## src/rtl/count_uart_tx.sv

```systemverilog
// count_uart_tx: captures every change of a counter value into a small FIFO and sends each
// captured word as a UART frame. Define COUNT_UART_TX_PARITY_EN to add an even-parity bit.
module count_uart_tx #(
   parameter int DATA_WIDTH   = 8,
   parameter int CLKS_PER_BIT = 16,
   parameter int FIFO_DEPTH   = 4
) (
   input  logic                  clock,
   input  logic                  reset_n,
   input  logic [DATA_WIDTH-1:0] data_in,
   output logic                  tx,
   output logic                  busy,
   output logic                  fifo_full,
   output logic [7:0]            dropped_count
);
   localparam int AW    = $clog2(FIFO_DEPTH);
   localparam int BIT_W = $clog2(DATA_WIDTH + 1);
   localparam int CYC_W = $clog2(CLKS_PER_BIT);

`ifdef COUNT_UART_TX_PARITY_EN
   typedef enum logic [2:0] {IDLE, START, DATA, PARITY, STOP} state_t;
`else
   typedef enum logic [2:0] {IDLE, START, DATA, STOP} state_t;
`endif

   state_t                state_q, state_d;
   logic [DATA_WIDTH-1:0] shift_q, shift_d;
   logic [BIT_W-1:0]      bit_q, bit_d;
   logic [CYC_W-1:0]      cyc_q, cyc_d;
   logic                  tx_q, tx_d;
   logic [DATA_WIDTH-1:0] prev_q, prev_d;
   logic [AW:0]           wr_q, wr_d;
   logic [AW:0]           rd_q, rd_d;
   logic [DATA_WIDTH-1:0] mem_q [FIFO_DEPTH];
   logic [DATA_WIDTH-1:0] mem_d [FIFO_DEPTH];
   logic [7:0]            drop_q, drop_d;
`ifdef COUNT_UART_TX_PARITY_EN
   logic                  par_q, par_d;
`endif

   logic push_req, fifo_empty, full, pop, push_ok, cyc_last;

   always_comb begin
      push_req   = (data_in != prev_q);
      fifo_empty = (wr_q == rd_q);
      full       = (wr_q[AW] != rd_q[AW]) && (wr_q[AW-1:0] == rd_q[AW-1:0]);
      pop        = (state_q == IDLE) && !fifo_empty;
      // A pop on the same edge frees the slot, so a push into a full FIFO still lands.
      push_ok    = push_req && (!full || pop);
      cyc_last   = (cyc_q == CYC_W'(CLKS_PER_BIT - 1));
   end

   always_comb begin
      prev_d = prev_q;
      wr_d   = wr_q;
      rd_d   = rd_q;
      mem_d  = mem_q;
      drop_d = drop_q;
      if (push_req) prev_d = data_in;
      if (push_ok) begin
         mem_d[wr_q[AW-1:0]] = data_in;
         wr_d = wr_q + {{AW{1'b0}}, 1'b1};
      end else if (push_req && (drop_q != 8'hFF)) begin
         drop_d = drop_q + 8'd1;
      end
      if (pop) rd_d = rd_q + {{AW{1'b0}}, 1'b1};
   end

   always_comb begin
      state_d = state_q;
      shift_d = shift_q;
      bit_d   = bit_q;
      cyc_d   = cyc_q;
      tx_d    = 1'b1;
`ifdef COUNT_UART_TX_PARITY_EN
      par_d   = par_q;
`endif
      // tx_d follows the current state, so the line lags the state register by one cycle.
      case (state_q)
         IDLE: begin
            if (pop) begin
               shift_d = mem_q[rd_q[AW-1:0]];
               bit_d   = '0;
               cyc_d   = '0;
               state_d = START;
`ifdef COUNT_UART_TX_PARITY_EN
               par_d   = ^mem_q[rd_q[AW-1:0]];
`endif
            end
         end
         START: begin
            tx_d  = 1'b0;
            cyc_d = cyc_last ? '0 : cyc_q + CYC_W'(1);
            if (cyc_last) state_d = DATA;
         end
         DATA: begin
            tx_d  = shift_q[0];
            cyc_d = cyc_last ? '0 : cyc_q + CYC_W'(1);
            if (cyc_last) begin
               shift_d = shift_q >> 1;
               if (bit_q == BIT_W'(DATA_WIDTH - 1)) begin
`ifdef COUNT_UART_TX_PARITY_EN
                  state_d = PARITY;
`else
                  state_d = STOP;
`endif
               end else begin
                  bit_d = bit_q + BIT_W'(1);
               end
            end
         end
`ifdef COUNT_UART_TX_PARITY_EN
         PARITY: begin
            tx_d  = par_q;
            cyc_d = cyc_last ? '0 : cyc_q + CYC_W'(1);
            if (cyc_last) state_d = STOP;
         end
`endif
         STOP: begin
            tx_d  = 1'b1;
            cyc_d = cyc_last ? '0 : cyc_q + CYC_W'(1);
            if (cyc_last) state_d = IDLE;
         end
         default: state_d = IDLE;
      endcase
   end

   always_ff @(posedge clock or negedge reset_n) begin
      if (!reset_n) begin
         state_q <= IDLE;
         shift_q <= '0;
         bit_q   <= '0;
         cyc_q   <= '0;
         tx_q    <= 1'b1;
         prev_q  <= '0;
         wr_q    <= '0;
         rd_q    <= '0;
         mem_q   <= '{default: '0};
         drop_q  <= '0;
`ifdef COUNT_UART_TX_PARITY_EN
         par_q   <= 1'b0;
`endif
      end else begin
         state_q <= state_d;
         shift_q <= shift_d;
         bit_q   <= bit_d;
         cyc_q   <= cyc_d;
         tx_q    <= tx_d;
         prev_q  <= prev_d;
         wr_q    <= wr_d;
         rd_q    <= rd_d;
         mem_q   <= mem_d;
         drop_q  <= drop_d;
`ifdef COUNT_UART_TX_PARITY_EN
         par_q   <= par_d;
`endif
      end
   end

   assign tx            = tx_q;
   assign busy          = (state_q != IDLE);
   assign fifo_full     = full;
   assign dropped_count = drop_q;

endmodule

```

## config.mk

```make
export PLATFORM = sky130hd
export DESIGN_NAME = count_uart_tx
export DESIGN_NICKNAME = d
export VERILOG_FILES = /design/src/rtl/count_uart_tx.sv
export SDC_FILE = /design/constraint.sdc
export NUM_CORES = 1
export LEC_CHECK = 0
export ABC_AREA = 0
export ABC_CLOCK_PERIOD_IN_PS = 3050
export CAP_MARGIN = 40
export CORE_UTILIZATION = 38
export CTS_CLUSTER_DIAMETER = 120
export DETAILED_ROUTE_END_ITERATION = 8
export DONT_BUFFER_PORTS = 1
export GPL_TIMING_DRIVEN = 1
export HOLD_SLACK_MARGIN = 0.02
export PLACE_DENSITY = 0.62
export SLEW_MARGIN = 20
export SYNTH_ARGS = -nofsm -noshare
export SYNTH_HDL_FRONTEND = slang
export SYNTH_SLANG_ARGS = --single-unit
```

## constraint.sdc

```tcl
create_clock -name clock -period 3.05 [get_ports clock]
set_clock_uncertainty 0.15 [all_clocks]
set_input_delay 0.305 -clock clock [delete_from_list [all_inputs] [get_ports clock]]
set_output_delay 0.305 -clock clock [all_outputs]
set_load 0.02 [all_outputs]
```

==> run summary <==
Outcome = complete, no violations
Setup WS pre-CTS = 514 ps
Slew headroom = 0.621
Most used DFF post-synth = dfrtp_1
Core ar. = 9280 um2
Worst-case clock buffer depth = 2
CTS tree = built
Die width = 100 um
Req. time, crit path = 3130 ps
Power density cells = 1100 nW/um2
Inst Count DP = 402
Arr. time, crit path = 2630 ps
Synthesized area = 3660 um2
H-tree Lvls = 3
Flops & latches, synth = 73
Logic pwr share = 0.443
Largest net degree at the start of global routing = 74
Post-synth EDFFs = 0
Die H = 100 um
Synth area leader = dfrtp_1
Clock power frac = 0.162
Hold_ws = 310 ps
Top-area cell type share of the netlist area = 0.492
Met3 WL post-DR = 126 um
Max Freq = 0.392 GHz
Clock-pin slew on the worst setup and hold paths = 90 ps
Switch Pwr = 1710 uW
Syn nets = 313
Total power = 4450 uW
Number of global-route vias before repair = 2219
Hold Path Class = input port to async pin
Synth area leaders = dfrtp_1 49%, mux2_2 9.5%, mux4_1 5.7%, ha_1 4.4%, mux2i_1 2.5%
Fin nets = 317
Starting density of the core = 0.395
Worst-margin pin slew = 569 ps
# diodes = 0
Tot GR Track Use = 0.143
Share of layout cells above drive strength 1 = 0.217
TNS Setup = 0 ps
RSZ-0062 raised after global routing = no
Synth warn = 0
DP HPWL = 4.28 mm
Max capacitance violation total = 0
Grt ovf = 0
Buffers and inverters on the worst path = 1
Setup violations, final = 0
Critical path type = flip-flop to flip-flop
Initial antenna violation count = 0
Sw frac = 0.384
Crit path from = rd_q[1]
First-pass GRT wire length = 10.9 mm
# IOs = 21
Final Hold Viols = 0
Top layer in use = met4
Mean area per synthesized cell = 12.6 um2
Area growth, synth to finish = 10.0%
Worst skew pair latency = 360 ps
Period utilisation layout = 0.837
Drt via density = 4.97
Antenna-violating nets left = 0
Syn Inst Count = 290
Critical path capture point type = flip-flop
CP max FO = 11
Met1 WL = 3.14 mm
Fin cells = 428
WL met2 = 3.04 mm
Static Leak = 0.00172 uW
Kind of cell adding the most delay to the critical path = simple AND/OR/NAND/NOR gates
Clock root buffer = clkbuf_8
Routed wire length = 6.42 mm
Peak VDD IR = 0.000418 V
Setup ws final = 499 ps
Cell variety after synth = 43
Max stage delay on crit path = 710 ps
DR iter-0 viols = 90
Total number of vias = 2128
Drt wl/cell = 15.0 um
Post-synth ARST share = 1.00
Drc violations = 0
Total CTS buffers = 9
Pre-Repair DR Iteration Count = 4
Rows = 35
Max Slew Vio Count = 0
Type of origin of the critical path = flip-flop
Internal = 2740 uW
Sequential power share = 0.395
Seq/Total Area, Yosys = 0.499
Placer congestion estimate = 0.736
Crit-path cells = xor2_4 -> nor3_2 -> buf_4 -> nand2_1 -> and3_1 -> mux2_2
Minimum clock period = 2550 ps
Slowest CP cell = dfrtp_1
Worst reg2reg path startpoint = rd_q[1]
Die Area = 10000 um2
Clock Sink Count = 73
IO Port Bufs = 0
-- power by group through the flow --
stage / clock, uW / combinational [uW] / sequential, uW
after floorplan: 0 / 1760 / 1660
after global placement: 0 / 1900 / 1760
after detailed placement: 0 / 1960 / 1780
after CTS: 743 / 2000 / 1760
after global routing: 786 / 2190 / 1820
final: 719 / 1970 / 1760
-- routing by layer --
| layer | GRT usage | up-vias |
|---|---|---|
| li1 | - | 1037 |
| met1 | 0.185 | 1060 |
| met2 | 0.231 | 20 |
| met3 | 0.0355 | 11 |
| met4 | 0.0535 | 0 |
| met5 | 0 | - |
-- what timing repair did --
item | CTS | global route
resized for setup | 0 | 0
hold endpoints to repair | 113 | 0
setup buffers | 0 | 0
hold buffers | 10 | 0
-- through the flow --
stage                      util  cell area, um2
after floorplan               -            3660
after global placement    0.401            3720
after detailed placement  0.401            3720
after CTS                 0.434            4030
after global routing      0.434            4030
final                     0.434            4030
-- flip-flops by register name (all words and copies together), names as in the netlist, 3 cells and up --
signal / cells
cyc_q: 4
dropped_count: 8
mem_q: 32
shift_q: 8
rd_q: 3
wr_q: 3
prev_q: 8
bit_q: 4
-- cell families after synthesis --
| group | count (synthesis) | share of synthesized area |
|---|---|---|
| multiplexers | 53 | 0.194 |
| adder cells (fa/ha/maj) | 13 | 0.0444 |
| buffers and inverters | 29 | 0.0447 |
| XOR/XNOR | 21 | 0.0594 |
| AND/OR/NAND/NOR | 72 | 0.104 |
| AO/OA/AOI/OAI | 29 | 0.0546 |
| flip-flops | 73 | 0.499 |
-- path summary, 6_finish.rpt --
check                       endpoint  slack [ps]  depth (start not counted)
setup / recovery            mem_q[3]         500                          6
hold / removal              cyc_q[2]         310                          2
setup reg to reg            mem_q[3]         500                          6
hold reg to reg            mem_q[31]         340                          1
max in group asynchronous         tx        2060                          2
min in group clock         mem_q[31]         340                          1
-- final cells by class --
cell class              instances  area (um2)
well taps                     129         161
repair buffers                 15         155
clock buffers                  10         138
clock inverters                 6        51.3
flip-flops and latches         73        1830
fillers                       892        5250
multi-input cells             188        1670
inverters                       7        26.3
-- synth_stat cells (2+ instances only) --
cell / n
o21ai_0: 3
and3_1: 10
nor3_1: 3
nand4_1: 6
buf_2: 5
nor2b_1: 2
inv_1: 7
buf_6: 6
nor4_1: 3
xnor2_1: 8
ha_1: 13
a21oi_1: 13
nor2_1: 22
mux4_1: 8
xor2_1: 10
mux2_2: 31
a221o_1: 4
clkbuf_1: 10
nand2_1: 13
mux2_1: 4
nand3_1: 8
dfrtp_1: 72
mux2i_1: 9
-- placed cells by master (no fill, tap or decap), types with 5 or more instances in the layout --
cell,Yosys,routed
a21oi_1,13,13
nand4_1,6,6
dlygate4sd3_1,0,9
mux2_2,31,31
xor2_1,10,10
xnor2_1,8,8
nand2_1,13,13
nand3_1,8,8
and3_1,10,10
nor2_1,22,22
dfrtp_1,72,72
mux4_1,8,8
mux2i_1,9,9
ha_1,13,13
clkbuf_8,0,10
buf_4,1,5
inv_1,7,7
Note: power is estimated with default switching activity, not from simulation.
